===== src/rtl/div_appx_pkg.sv =====
// Shared constants, FSM state type and threshold helper for the approximate divider.
package div_appx_pkg;

    localparam int unsigned DEF_DIVIDEND_W = 32;
    localparam int unsigned DEF_DIVISOR_W  = 16;
    localparam int unsigned DEF_QUOT_W     = 16;
    localparam int unsigned SHIFT_W        = 5;

    localparam logic [DEF_QUOT_W-1:0] QMAX = '1;

    typedef enum logic [1:0] {
        ST_IDLE = 2'd0,
        ST_SCAN = 2'd1,
        ST_CALC = 2'd2,
        ST_DONE = 2'd3
    } state_e;

    // Rounding threshold 3*2^j: divisors at or above it round up to 2^(j+2).
    function automatic logic [31:0] thresh(input logic [SHIFT_W-1:0] j);
        return 32'(3) << j;
    endfunction

endpackage


===== src/rtl/appx_shift_sat.sv =====
// Right shift of the dividend by k with saturation to the quotient width.
// Define DIV32APPX_ROUND_EN to round half up before the shift.
module appx_shift_sat
    import div_appx_pkg::*;
#(
    parameter int unsigned DIVIDEND_W = DEF_DIVIDEND_W,
    parameter int unsigned QUOT_W     = DEF_QUOT_W
) (
    input  logic [DIVIDEND_W-1:0] dividend,
    input  logic [SHIFT_W-1:0]    k,
    output logic [QUOT_W-1:0]     quot_c,
    output logic                  sat_c
);

    localparam int unsigned SUM_W = DIVIDEND_W + 1;

    logic [SUM_W-1:0] sum;
    logic [SUM_W-1:0] q;

    // One extra bit so the rounding carry is kept and feeds saturation.
    always_comb begin
        sum = SUM_W'(dividend);
`ifdef DIV32APPX_ROUND_EN
        if (k != '0) begin
            sum = sum + (SUM_W'(1) << (k - SHIFT_W'(1)));
        end
`endif
        q      = sum >> k;
        sat_c  = |(q >> QUOT_W);
        quot_c = sat_c ? '1 : q[QUOT_W-1:0];
    end

endmodule


===== src/rtl/div32appx_seq.sv =====
// Approximate divider: divisor rounded to nearest power of two, found by a serial threshold scan.
// Optional round-half-up of the quotient under DIV32APPX_ROUND_EN (see appx_shift_sat).
module div32appx_seq
    import div_appx_pkg::*;
#(
    parameter int unsigned DIVIDEND_W = DEF_DIVIDEND_W,
    parameter int unsigned DIVISOR_W  = DEF_DIVISOR_W,
    parameter int unsigned QUOT_W     = DEF_QUOT_W
) (
    input  logic                  clk,
    input  logic                  rst_n,
    input  logic                  in_valid,
    output logic                  in_ready,
    input  logic [DIVIDEND_W-1:0] in_dividend,
    input  logic [DIVISOR_W-1:0]  in_divisor,
    output logic                  out_valid,
    input  logic                  out_ready,
    output logic [QUOT_W-1:0]     out_quot,
    output logic [SHIFT_W-1:0]    out_shift,
    output logic                  out_dz,
    output logic                  out_sat
);

    localparam logic [SHIFT_W-1:0] J_START = SHIFT_W'(DIVISOR_W - 2);

    state_e                state, state_n;
    logic [SHIFT_W-1:0]    j, j_n;
    logic [SHIFT_W-1:0]    k, k_n;
    logic                  dz, dz_n;
    logic [DIVIDEND_W-1:0] dividend, dividend_n;
    logic [DIVISOR_W-1:0]  divisor, divisor_n;
    logic                  in_ready_n, out_valid_n;
    logic [QUOT_W-1:0]     out_quot_n;
    logic [SHIFT_W-1:0]    out_shift_n;
    logic                  out_dz_n, out_sat_n;
    logic [QUOT_W-1:0]     calc_quot;
    logic                  calc_sat;

    appx_shift_sat #(
        .DIVIDEND_W (DIVIDEND_W),
        .QUOT_W     (QUOT_W)
    ) u_shift_sat (
        .dividend (dividend),
        .k        (k),
        .quot_c   (calc_quot),
        .sat_c    (calc_sat)
    );

    always_ff @(posedge clk or negedge rst_n) begin
        if (!rst_n) begin
            state     <= ST_IDLE;
            j         <= '0;
            k         <= '0;
            dz        <= 1'b0;
            dividend  <= '0;
            divisor   <= '0;
            in_ready  <= 1'b1;
            out_valid <= 1'b0;
            out_quot  <= '0;
            out_shift <= '0;
            out_dz    <= 1'b0;
            out_sat   <= 1'b0;
        end else begin
            state     <= state_n;
            j         <= j_n;
            k         <= k_n;
            dz        <= dz_n;
            dividend  <= dividend_n;
            divisor   <= divisor_n;
            in_ready  <= in_ready_n;
            out_valid <= out_valid_n;
            out_quot  <= out_quot_n;
            out_shift <= out_shift_n;
            out_dz    <= out_dz_n;
            out_sat   <= out_sat_n;
        end
    end

    always_comb begin
        state_n     = state;
        j_n         = j;
        k_n         = k;
        dz_n        = dz;
        dividend_n  = dividend;
        divisor_n   = divisor;
        out_quot_n  = out_quot;
        out_shift_n = out_shift;
        out_dz_n    = out_dz;
        out_sat_n   = out_sat;

        case (state)
            ST_IDLE: begin
                if (in_valid) begin
                    dividend_n = in_dividend;
                    divisor_n  = in_divisor;
                    j_n        = J_START;
                    k_n        = '0;
                    dz_n       = 1'b0;
                    state_n    = ST_SCAN;
                end
            end
            // One threshold compare per cycle, walking down from the top.
            ST_SCAN: begin
                if (32'(divisor) >= thresh(j)) begin
                    k_n     = j + SHIFT_W'(2);
                    state_n = ST_CALC;
                end else if (j == '0) begin
                    k_n     = (divisor == DIVISOR_W'(2)) ? SHIFT_W'(1) : SHIFT_W'(0);
                    dz_n    = (divisor == '0);
                    state_n = ST_CALC;
                end else begin
                    j_n = j - SHIFT_W'(1);
                end
            end
            ST_CALC: begin
                out_quot_n  = dz ? '1 : calc_quot;
                out_shift_n = dz ? '0 : k;
                out_sat_n   = dz ? 1'b0 : calc_sat;
                out_dz_n    = dz;
                state_n     = ST_DONE;
            end
            ST_DONE: begin
                if (out_ready) begin
                    state_n = ST_IDLE;
                end
            end
            default: state_n = ST_IDLE;
        endcase

        in_ready_n  = (state_n == ST_IDLE);
        out_valid_n = (state_n == ST_DONE);
    end

endmodule


===== config.mk =====
export PLATFORM = sky130hd
export DESIGN_NAME = div32appx_seq
export DESIGN_NICKNAME = d
export VERILOG_FILES = /design/src/rtl/div_appx_pkg.sv /design/src/rtl/appx_shift_sat.sv /design/src/rtl/div32appx_seq.sv
export SDC_FILE = /design/constraint.sdc
export NUM_CORES = 1
export LEC_CHECK = 0
export CAP_MARGIN = 40
export CORE_ASPECT_RATIO = 1.75
export CORE_MARGIN = 1.5
export CORE_UTILIZATION = 45
export DETAILED_ROUTE_END_ITERATION = 10
export GPL_TIMING_DRIVEN = 0
export PLACE_DENSITY = 0.63
export SYNTH_ARGS = -nofsm -noshare
export SYNTH_HDL_FRONTEND = slang
export SYNTH_SLANG_ARGS = --single-unit

===== constraint.sdc =====
create_clock -name clk -period 5.15 [get_ports clk]
set_input_delay 1.03 -clock clk [delete_from_list [all_inputs] [get_ports clk]]
set_output_delay 1.03 -clock clk [all_outputs]
set_load 0.03 [all_outputs]

==> run metrics, run 1 <==
status finished clean; Worst setup SP type flip-flop; die width 89.2 um; power per cell area 709 nW/um^2; Final Hold Vio Count 0; CTS Buf Count 9; # rows 54; Cell Area, Synth 5850 um^2; TNS Setup 0 ns; Overflow after GRT 0; Post-synth EDFFs 0; Tot Pwr 5070 uW; post-route minimum period 3.91 ns; Die ar. 13,700 um^2; IO Pins 77; final wirelength 16,700 um; Iteration-0 DRC Markers 190; Syn Inst Count 563; RSZ-0062 raised after global routing no; hpwl dp 13,400 um; sequential share of the synthesized area 0.368; crit-path max FO 10; Worst Hold Path Cells 2; Fmax achieved 256 MHz; worst setup path class reg2reg; worst slack at placement 1.27 ns; core area 12,600 um^2; initial antenna violation count 0; Slew HR 0.411; number of buffers inserted by port buffering 76; Hold WS 0.478 ns; die height 154 um; Mean Syn Cell Area 10.4 um^2; nets 729; Hold Path Sink out_shift[3]$_DFFE_PN0N_; final critical-path setup slack 1.24 ns; CTS max path bufs 2; synthesis-to-layout area growth 22.3%; Post-synth top cells dfrtp_1 (85), mux2_2 (71), nand2_1 (62), nor2_1 (40), a21oi_1 (30); YS warnings 0; Async SR Flop Fraction 1.00; Post-CTS Hold Buffers 0; Synth area leaders dfrtp_1 (36%), mux2_2 (14%), mux4_2 (8.5%); area leader, netlist dfrtp_1; TritonRoute pass-1 iters 5; CTS tree yes; vias 4,863; share of post-route cells with drive strength above 1 0.204; DRC 0; #FFs+latches synth 86; largest net degree at the start of global routing 66; post-placement cell area 6840 um^2; Worst-Margin Slew 0.882 ns; WP data required 5.38 ns; H-tree depth 3; Via-to-Cell Ratio 5.90; Clock Sink Count 86; Overall Global Routing Usage 0.262; worst clock skew 0.00764 ns; Leakage 0.00283 uW; final setup vio count 0; Max Cap Viol 0; setup bufs post-CTS 0; fin area 7150 um^2; synth unique cells 60; clk_lat worst skew 0.34 ns; per-cell routed wire length 20.3 um; Critical Path AT 4.14 ns; Slew Viols, Final 0; clock slew at reported path FFs 0.07 ns; n_diodes 0; CP endpoint kind flip-flop; Starting Density 0.465; Antenna Nets Post-Route 0; global-route wire length before repair 27,200 um; Tightest Hold Check Type reg2reg; fill cell count 1,172; Most used DFF post-synth dfrtp_1; r2r worst-path depth 12; clock root cell clkbuf_16; Max VDD drop 295 uV; synthesized net count 641; RR Startpoint j[4]$_DFFE_PN0P_; global placement routability congestion 0.938; setup slack, reg-to-reg 1.24 ns; Hold Startpoint out_shift[3]$_DFFE_PN0N_; vias in the first global route 5,221; reg2reg end j[0]$_DFFE_PN0P_; post_cts resized 0; most numerous cell in the Yosys netlist dfrtp_1; Yosys top cell area share 0.364; Final period util 0.759
## flip-flops by register name (all words and copies together) (netlist names)
signal / count
dividend: 32
divisor: 16
out_quot: 16
j: 5
k: 5
out_shift: 5
state: 2
dz: 1
in_ready: 1
out_dz: 1
out_sat: 1
out_valid: 1
## stage by stage
step	instances	util
6_report	824	0.569
5_1_grt	824	0.569
4_1_cts	824	0.569
3_5_place_dp	808	0.544
3_3_place_gp	807	0.542
2_1_floorplan	563	-
## power breakdown
group / switching (uW) / internal, uW
clock network: 283 / 394
registers: 317 / 986
logic: 1690 / 1400
## cell type report
class	instances	area [um^2]	area share
multi-input combinational	426	3470	0.486
sequential	86	2150	0.301
timing repair buffer	77	786	0.110
clock buffer	11	243	0.0340
tap	168	210	0.0294
buffer	40	178	0.0249
clock inverter	5	63.8	0.00893
inverter	11	41.3	0.00578
## layout by cell type (no fill, tap or decap), drive strengths merged, types with 3 or more instances in the layout
| cell | n |
|---|---|
| dfrtp | 85 |
| clkdlybuf4s50 | 75 |
| mux2 | 72 |
| nand2 | 62 |
| nor2 | 40 |
| clkbuf | 38 |
| a21oi | 30 |
| mux2i | 27 |
| ha | 26 |
| mux4 | 23 |
| o21ai | 16 |
| buf | 15 |
| a31oi | 14 |
| nand3 | 12 |
| inv | 12 |
| nand2b | 10 |
| o22ai | 10 |
| nor3 | 8 |
| o31ai | 8 |
| nor4 | 7 |
| a31o | 6 |
| nand4 | 5 |
| nor2b | 5 |
| o211ai | 5 |
| o21a | 3 |
| and2 | 3 |
| nor4b | 3 |
## kinds of logic after synthesis
logic type,count (synthesis),share of synthesized area
mux,122,0.275
flops,86,0.368
simple gates,165,0.137
fa+ha+maj,26,0.0557
compound gates,112,0.125
buf+inv,51,0.0375
xor+xnor,1,0.00150
## worst max-delay path by stage
stage	cells after the start	start	slack [ns]	end
after global placement	1	rst_n	-0.0006	dividend[24]$_DFFE_PN0P_
after detailed placement	12	j[4]$_DFFE_PN0P_	1.27	j[0]$_DFFE_PN0P_
after global routing	12	j[4]$_DFFE_PN0P_	0.80	j[0]$_DFFE_PN0P_
final	12	j[4]$_DFFE_PN0P_	1.24	j[0]$_DFFE_PN0P_
after floorplan	12	j[3]$_DFFE_PN0P_	1.99	state[0]$_DFF_PN0_
after CTS	12	j[4]$_DFFE_PN0P_	1.25	j[0]$_DFFE_PN0P_
## worst max-delay path, stage by stage (launching register included)
cell       delay [ns]
dfrtp_1          0.40
clkbuf_1         0.22
nor2_1           0.41
nand3_1          0.23
inv_1            0.27
ha_1             0.28
nand2b_1         0.14
a2111oi_0        0.46
o31ai_1          0.15
o21a_1           0.25
clkbuf_1         0.23
nor3_1           0.38
mux2_2           0.38
## per-layer routing
layer  global-route usage  routed length, um  vias to the layer above
li1                     -                  -                     2275
met1                0.260               5740                     2384
met2                0.488               9460                      148
met3               0.0370                513                       56
met4                0.158                993                        0
met5                    0                  0                        -
Power figures use the tool's default switching activity.
==> run 2: changes to the inputs <==
--- a/config.mk
+++ b/config.mk
@@ -11,7 +11,7 @@
 export CORE_UTILIZATION = 45
 export DETAILED_ROUTE_END_ITERATION = 10
 export GPL_TIMING_DRIVEN = 0
-export PLACE_DENSITY = 0.63
+export PLACE_DENSITY = 0.66
 export SYNTH_ARGS = -nofsm -noshare
 export SYNTH_HDL_FRONTEND = slang
 export SYNTH_SLANG_ARGS = --single-unit
==> constraint.sdc (replaced) <==
create_clock -name clk -period 3.35 [get_ports clk]
set_input_delay 0.67 -clock clk [delete_from_list [all_inputs] [get_ports clk]]
set_output_delay 0.67 -clock clk [all_outputs]
set_load 0.03 [all_outputs]
==> run 2 against run 1 <==
  * Die area is the same
  * Sequential share of layout area shrank 0.30 points
  * Fmax grew 20%
  * Core utilization grew 0.60 points
  * Clock skew grew 0.00082 ns
  * Critical path depth shrank 1
  * First-iteration DRC count grew 34%
  * Sequential power grew 55%
==> run metrics, run 2 (same netlist as run 1, synthesis figures left out) <==
top flop regs dividend (32), divisor (16), out_quot (16); Switching Fraction 0.459 (+0.00632); Non-Filler Instances 829 (+0.61%); Final Hold Vio Count 0 (unchanged); die height 154 um (unchanged); CTS max path bufs 2 (unchanged); CTS tree yes; clock slew at reported path FFs 0.07 ns (about the same); per-cell routed wire length 20.8 um (+2.8%); Clock Power Share 0.127 (-0.007); Starting Density 0.465 (unchanged); vias 4,893 (+0.62%); RSZ-0062 raised after global routing no; H-tree depth 3 (unchanged); Comb power frac 0.618 (+0.008); Leakage 0.00285 uW (+1.0%); crit-path max FO 4 (-6); Tot Pwr 7920 uW (+56%); Power Internal 4280 uW (+54%); Antenna Nets Post-Route 0 (unchanged); Reg with most FFs dividend; Max Cap Viol 0 (unchanged); Tightest Hold Check Type in2async; final wirelength 17,300 um (+3.4%); clk_lat worst skew 0.35 ns (about the same); nets 734 (+0.69%); Worst-Margin Slew 0.765 ns (-0.118 ns); global-route wire length before repair 27,900 um (+2.6%); Slew HR 0.489 (+0.0785); WP data required 3.62 ns (-1.76 ns); clock root cell clkbuf_16; core area 12,600 um^2 (unchanged); final critical-path setup slack 0.0854 ns (-1.16 ns); Final period util 0.975 (+0.216); worst setup path class reg2reg; Die ar. 13,700 um^2 (unchanged); r2r worst-path depth 11 (-1); worst slack at placement -0.578 ns (-1.84 ns); synthesis-to-layout area growth 23.6%; Clock Sink Count 86 (unchanged); Iteration-0 DRC Markers 255 (+34%); # rows 54 (unchanged); share of post-route cells with drive strength above 1 0.234 (+0.0302); IO Pins 77 (unchanged); Max VDD drop 457 uV (+55%); status finished clean; final setup vio count 0 (unchanged); Overflow after GRT 0 (unchanged); Worst setup SP type flip-flop; worst clock skew 0.00846 ns (+0.000820 ns); Overall Global Routing Usage 0.270 (+0.00856); setup slack, reg-to-reg 0.09 ns (-1.16 ns); Sw Pwr 3630 uW (+58%); commonest non-fill, non-tap cell in the layout dfrtp_1; CP endpoint kind flip-flop; die width 89.2 um (unchanged); hpwl dp 13,600 um (+1.9%); Layout Utilization 0.575 (+0.00597); Critical Path AT 3.53 ns (-0.61 ns); largest net degree at the start of global routing 60 (-9.1%); Largest register FFs 32 (unchanged); Fmax achieved 306 MHz (+20%); Via-to-Cell Ratio 5.90 (about the same); TritonRoute pass-1 iters 4 (-1); register share of total power 0.255 (-0.002); global placement routability congestion 0.947 (+0.97%); n_diodes 0 (unchanged); placed cells 808 (unchanged); power per cell area 1100 nW/um^2 (+54%); Slew Viols, Final 0 (unchanged); post-route minimum period 3.26 ns (-0.643 ns); CTS Buf Count 9 (unchanged); DRC 0 (unchanged); number of buffers inserted by port buffering 76 (unchanged); commonest non-fill, non-tap cells in the layout dfrtp_1 (84), clkdlybuf4s50_1 (75), mux2_2 (71); Post-CTS Hold Buffers 0 (unchanged); initial antenna violation count 0 (unchanged); vias in the first global route 5,287 (+1.3%)
## run 2: path summary, 6_finish.rpt
kind                                           from                        to
max                                j[0]$_DFFE_PN0P_            dz$_DFFE_PN0P_
max reg2reg                        j[0]$_DFFE_PN0P_            dz$_DFFE_PN0P_
min reg2reg                out_shift[0]$_DFFE_PN0N_  out_shift[0]$_DFFE_PN0N_
max in group asynchronous                     rst_n        in_ready$_DFF_PN1_
min in group clk           out_shift[0]$_DFFE_PN0N_  out_shift[0]$_DFFE_PN0N_
min                                           rst_n  dividend[30]$_DFFE_PN0P_
## run 2: power groups by stage
stage | clock network (uW) | logic, uW | registers [uW]
after detailed placement | 0 | 4710 | 2030
after global placement | 0 | 4640 | 2000
after global routing | 1070 | 5280 | 2090
after CTS | 1030 | 4790 | 2010
after floorplan | 0 | 3210 | 2070
final | 1010 | 4890 | 2020
## run 2: cell type report
cell class / instances / area (um^2)
repair buffers: 83 / 831
clock inverters: 6 / 51.3
plain buffers: 39 / 185
inverters: 11 / 41.3
clock buffers: 10 / 239
fillers: 1157 / 5340
well taps: 168 / 210
flip-flops and latches: 86 / 2150
multi-input cells: 426 / 3510
## run 2: repair_timing
action	CTS	global route
setup endpoints to repair	13	9
hold endpoints to repair	0	0
resized for setup	12	11
buffers inserted	2	4
pin swaps	2	2
## run 2: metrics by stage
stage | area (um^2) | hold slack [ns] | TNS, ns
after global placement | 6820 | 0.451 | -129.74
final | 7220 | 0.248 | 0
after CTS | 7170 | 0.250 | 0
after floorplan | 5850 | 0.374 | 0
after global routing | 7220 | 0.266 | 0
after detailed placement | 6840 | 0.455 | -3.06
## run 2: critical path: stages (launching register included)
cell and delay, ns:
dfrtp_1 0.43, inv_1 0.19, ha_4 0.19, nand3_1 0.18, inv_2 0.15, ha_1 0.23
nand2b_1 0.14, a2111oi_0 0.45, o31ai_1 0.15, o21a_1 0.27, or4b_2 0.66, a21oi_1 0.16
## run 2: routing by layer
metal  global-route usage  part of all wire  up-vias
met5                    0                 0        -
met4                0.146             0.053        0
met3               0.0338             0.025       43
met2                0.504              0.57      132
met1                0.279              0.35     2436
li1                     -                 -     2282
==> run 3: changes to the inputs <==
--- a/config.mk
+++ b/config.mk
@@ -12,6 +12,7 @@
 export DETAILED_ROUTE_END_ITERATION = 10
 export GPL_TIMING_DRIVEN = 0
 export PLACE_DENSITY = 0.66
+export SLEW_MARGIN = 40
 export SYNTH_ARGS = -nofsm -noshare
 export SYNTH_HDL_FRONTEND = slang
 export SYNTH_SLANG_ARGS = --single-unit
==> run 3 against run 2 <==
  * Count of clock-buffer cells in the layout is the same
  * First-iteration DRC count grew 0.78%
  * Critical path depth is the same
  * Routed wire length is essentially flat
  * Cell count is the same
  * Via count grew 0.39%
  * Non-clock buffer count is the same
  * Sequential share of layout area is essentially flat
  * Sequential power is essentially flat
  * Register-to-register slack is essentially flat
  * Combinational power is essentially flat
  * Fmax shrank 0.11%
  * Critical path type unchanged
==> run metrics, run 3 (same netlist as run 1, synthesis figures left out) <==
status finished clean; r2r worst-path depth 11 (unchanged); initial antenna violation count 0 (unchanged); Max stage delay cell, worst path or4b_2; nets 734 (unchanged); clock slew at reported path FFs 0.07 ns (about the same); crit-path max FO 10 (+6); TritonRoute pass-1 iters 4 (unchanged); Post-CTS Hold Buffers 0 (unchanged); Largest register FFs 32 (unchanged); vias in the first global route 5,300 (+0.25%); Worst-Margin Slew 0.779 ns (+0.0146 ns); RR Startpoint j[4]$_DFFE_PN0P_; global placement routability congestion 0.947 (unchanged); vias 4,912 (+0.39%); setup slack, reg-to-reg 0.08 ns (about the same); share of post-route cells with drive strength above 1 0.234 (unchanged); H-tree depth 3 (unchanged); synthesis-to-layout area growth 23.6% (about the same); Via-to-Cell Ratio 5.93 (+0.39%); number of buffers inserted by port buffering 76 (unchanged); Max VDD drop 457 uV (about the same); top flop regs dividend (32), divisor (16), out_quot (16); final critical-path setup slack 0.0816 ns (-0.00373 ns); final wirelength 17,300 um (about the same); WP data required 3.62 ns (about the same); CTS tree yes; cells along the critical path clkbuf_2 > nor2_4 > nand3_1 > inv_2 > ha_1 > nand2b_1 > a2111oi_0 > o31ai_1 > o21a_1 > or4b_2 > a21oi_1; CP Depth 11 (unchanged); Slew HR 0.479 (-0.00973); placed cells 808 (unchanged); Overflow after GRT 0 (unchanged); Slew Viols, Final 0 (unchanged); Tightest Hold Check Type in2async; post-route minimum period 3.27 ns (+0.00373 ns); die height 154 um (unchanged); per-cell routed wire length 20.8 um (about the same); CTS max path bufs 2 (unchanged); Clock Sink Count 86 (unchanged); Worst setup SP type flip-flop; Final period util 0.976 (+0.00111); global-route wire length before repair 28,000 um (+0.12%); slowest stage delay, CP 0.66 ns (about the same); clk_lat worst skew 0.35 ns (about the same); commonest non-fill, non-tap cells in the layout dfrtp_1 (84), clkdlybuf4s50_1 (75), mux2_2 (71); CP Capture Point dz$_DFFE_PN0P_; # rows 54 (unchanged); core area 12,600 um^2 (unchanged); RSZ-0062 raised after global routing no; CP bufs+invs 2 (unchanged); Final Hold Vio Count 0 (unchanged); hpwl dp 13,600 um (unchanged); Starting Density 0.465 (unchanged); final setup vio count 0 (unchanged); commonest non-fill, non-tap cell in the layout dfrtp_1; power per cell area 1100 nW/um^2 (about the same); worst setup path class reg2reg; Leakage 0.00286 uW (about the same); CTS Buf Count 9 (unchanged); CP endpoint kind flip-flop; die width 89.2 um (unchanged); worst slack at placement -0.578 ns (unchanged); fill cell count 1,158 (+0.086%); Antenna Nets Post-Route 0 (unchanged); IO Pins 77 (unchanged); reg2reg end dz$_DFFE_PN0P_; DRC 0 (unchanged); largest net degree at the start of global routing 60 (unchanged); Max Cap Viol 0 (unchanged); Fmax achieved 306 MHz (-0.11%); Worst Setup SP j[4]$_DFFE_PN0P_; Reg with most FFs dividend; Critical Path AT 3.54 ns (about the same); Iteration-0 DRC Markers 257 (+0.78%); Die ar. 13,700 um^2 (unchanged); n_diodes 0 (unchanged); Overall Global Routing Usage 0.270 (about the same); clock root cell clkbuf_16; worst clock skew 0.00842 ns (-0.0000417 ns); Worst path top cell family by delay simple AND/OR/NAND/NOR gates; Non-Filler Instances 829 (unchanged)
run 3: cell counts in the layout (fill, tap and decap cells not counted):
No cell type changed its count.
run 3: final cells by class:
| class | instances | area [um^2] | share of cell area |
|---|---|---|---|
| Sequential cell | 86 | 2150 | 0.298 |
| Clock inverter | 6 | 51.3 | 0.00710 |
| Multi-Input combinational cell | 426 | 3510 | 0.486 |
| Timing Repair Buffer | 83 | 835 | 0.115 |
| Clock buffer | 10 | 239 | 0.0331 |
| Tap cell | 168 | 210 | 0.0291 |
| Inverter | 11 | 41.3 | 0.00571 |
| Buffer | 39 | 185 | 0.0256 |
run 3: timing repair:
action	CTS	global route
gates resized for setup	12	11
pin swaps	2	2
setup buffers	2	4
setup endpoints to repair	13	9
run 3: routing by layer:
layer  wire length (um)  GRT usage  vias to the layer above  part of all wire
met4                911      0.146                        0             0.053
met5                  0          0                        -                 0
met3                483     0.0338                       42             0.028
met1               6040      0.278                     2455              0.35
met2               9830      0.505                      138              0.57
li1                   -          -                     2277                 -
run 3: per-stage QoR:
| stage | total power, uW | setup TNS (ns) | hold slack (ns) | instance area, um^2 | util |
|---|---|---|---|---|---|
| 4_1_cts | 7830 | 0 | 0.186 | 7180 | 0.571 |
| 6_report | 7920 | 0 | 0.182 | 7230 | 0.575 |
| 2_1_floorplan | 5280 | 0 | 0.374 | 5850 | - |
| 3_3_place_gp | 6640 | -129.74 | 0.451 | 6820 | 0.542 |
| 5_1_grt | 8440 | 0 | 0.194 | 7230 | 0.575 |
| 3_5_place_dp | 6740 | -3.06 | 0.455 | 6850 | 0.545 |
run 3: report_power, final:
group / switching, uW / total, uW / internal, uW / leakage [uW]
clock: 471 / 1010 / 536 / 0.000145
sequential: 505 / 2020 / 1520 / 0.000994
combinational: 2660 / 4890 / 2230 / 0.00172
run 3: worst min-delay path by stage:
stage                             startpoint                        to  slack [ns]
global placement    out_shift[0]$_DFFE_PN0N_  out_shift[0]$_DFFE_PN0N_        0.45
CTS                                    rst_n  dividend[25]$_DFFE_PN0P_        0.19
global route                           rst_n  dividend[25]$_DFFE_PN0P_        0.19
floorplan                              rst_n   dividend[0]$_DFFE_PN0P_        0.37
detailed placement  out_shift[0]$_DFFE_PN0N_  out_shift[0]$_DFFE_PN0N_        0.45
finish                                 rst_n  dividend[25]$_DFFE_PN0P_        0.18
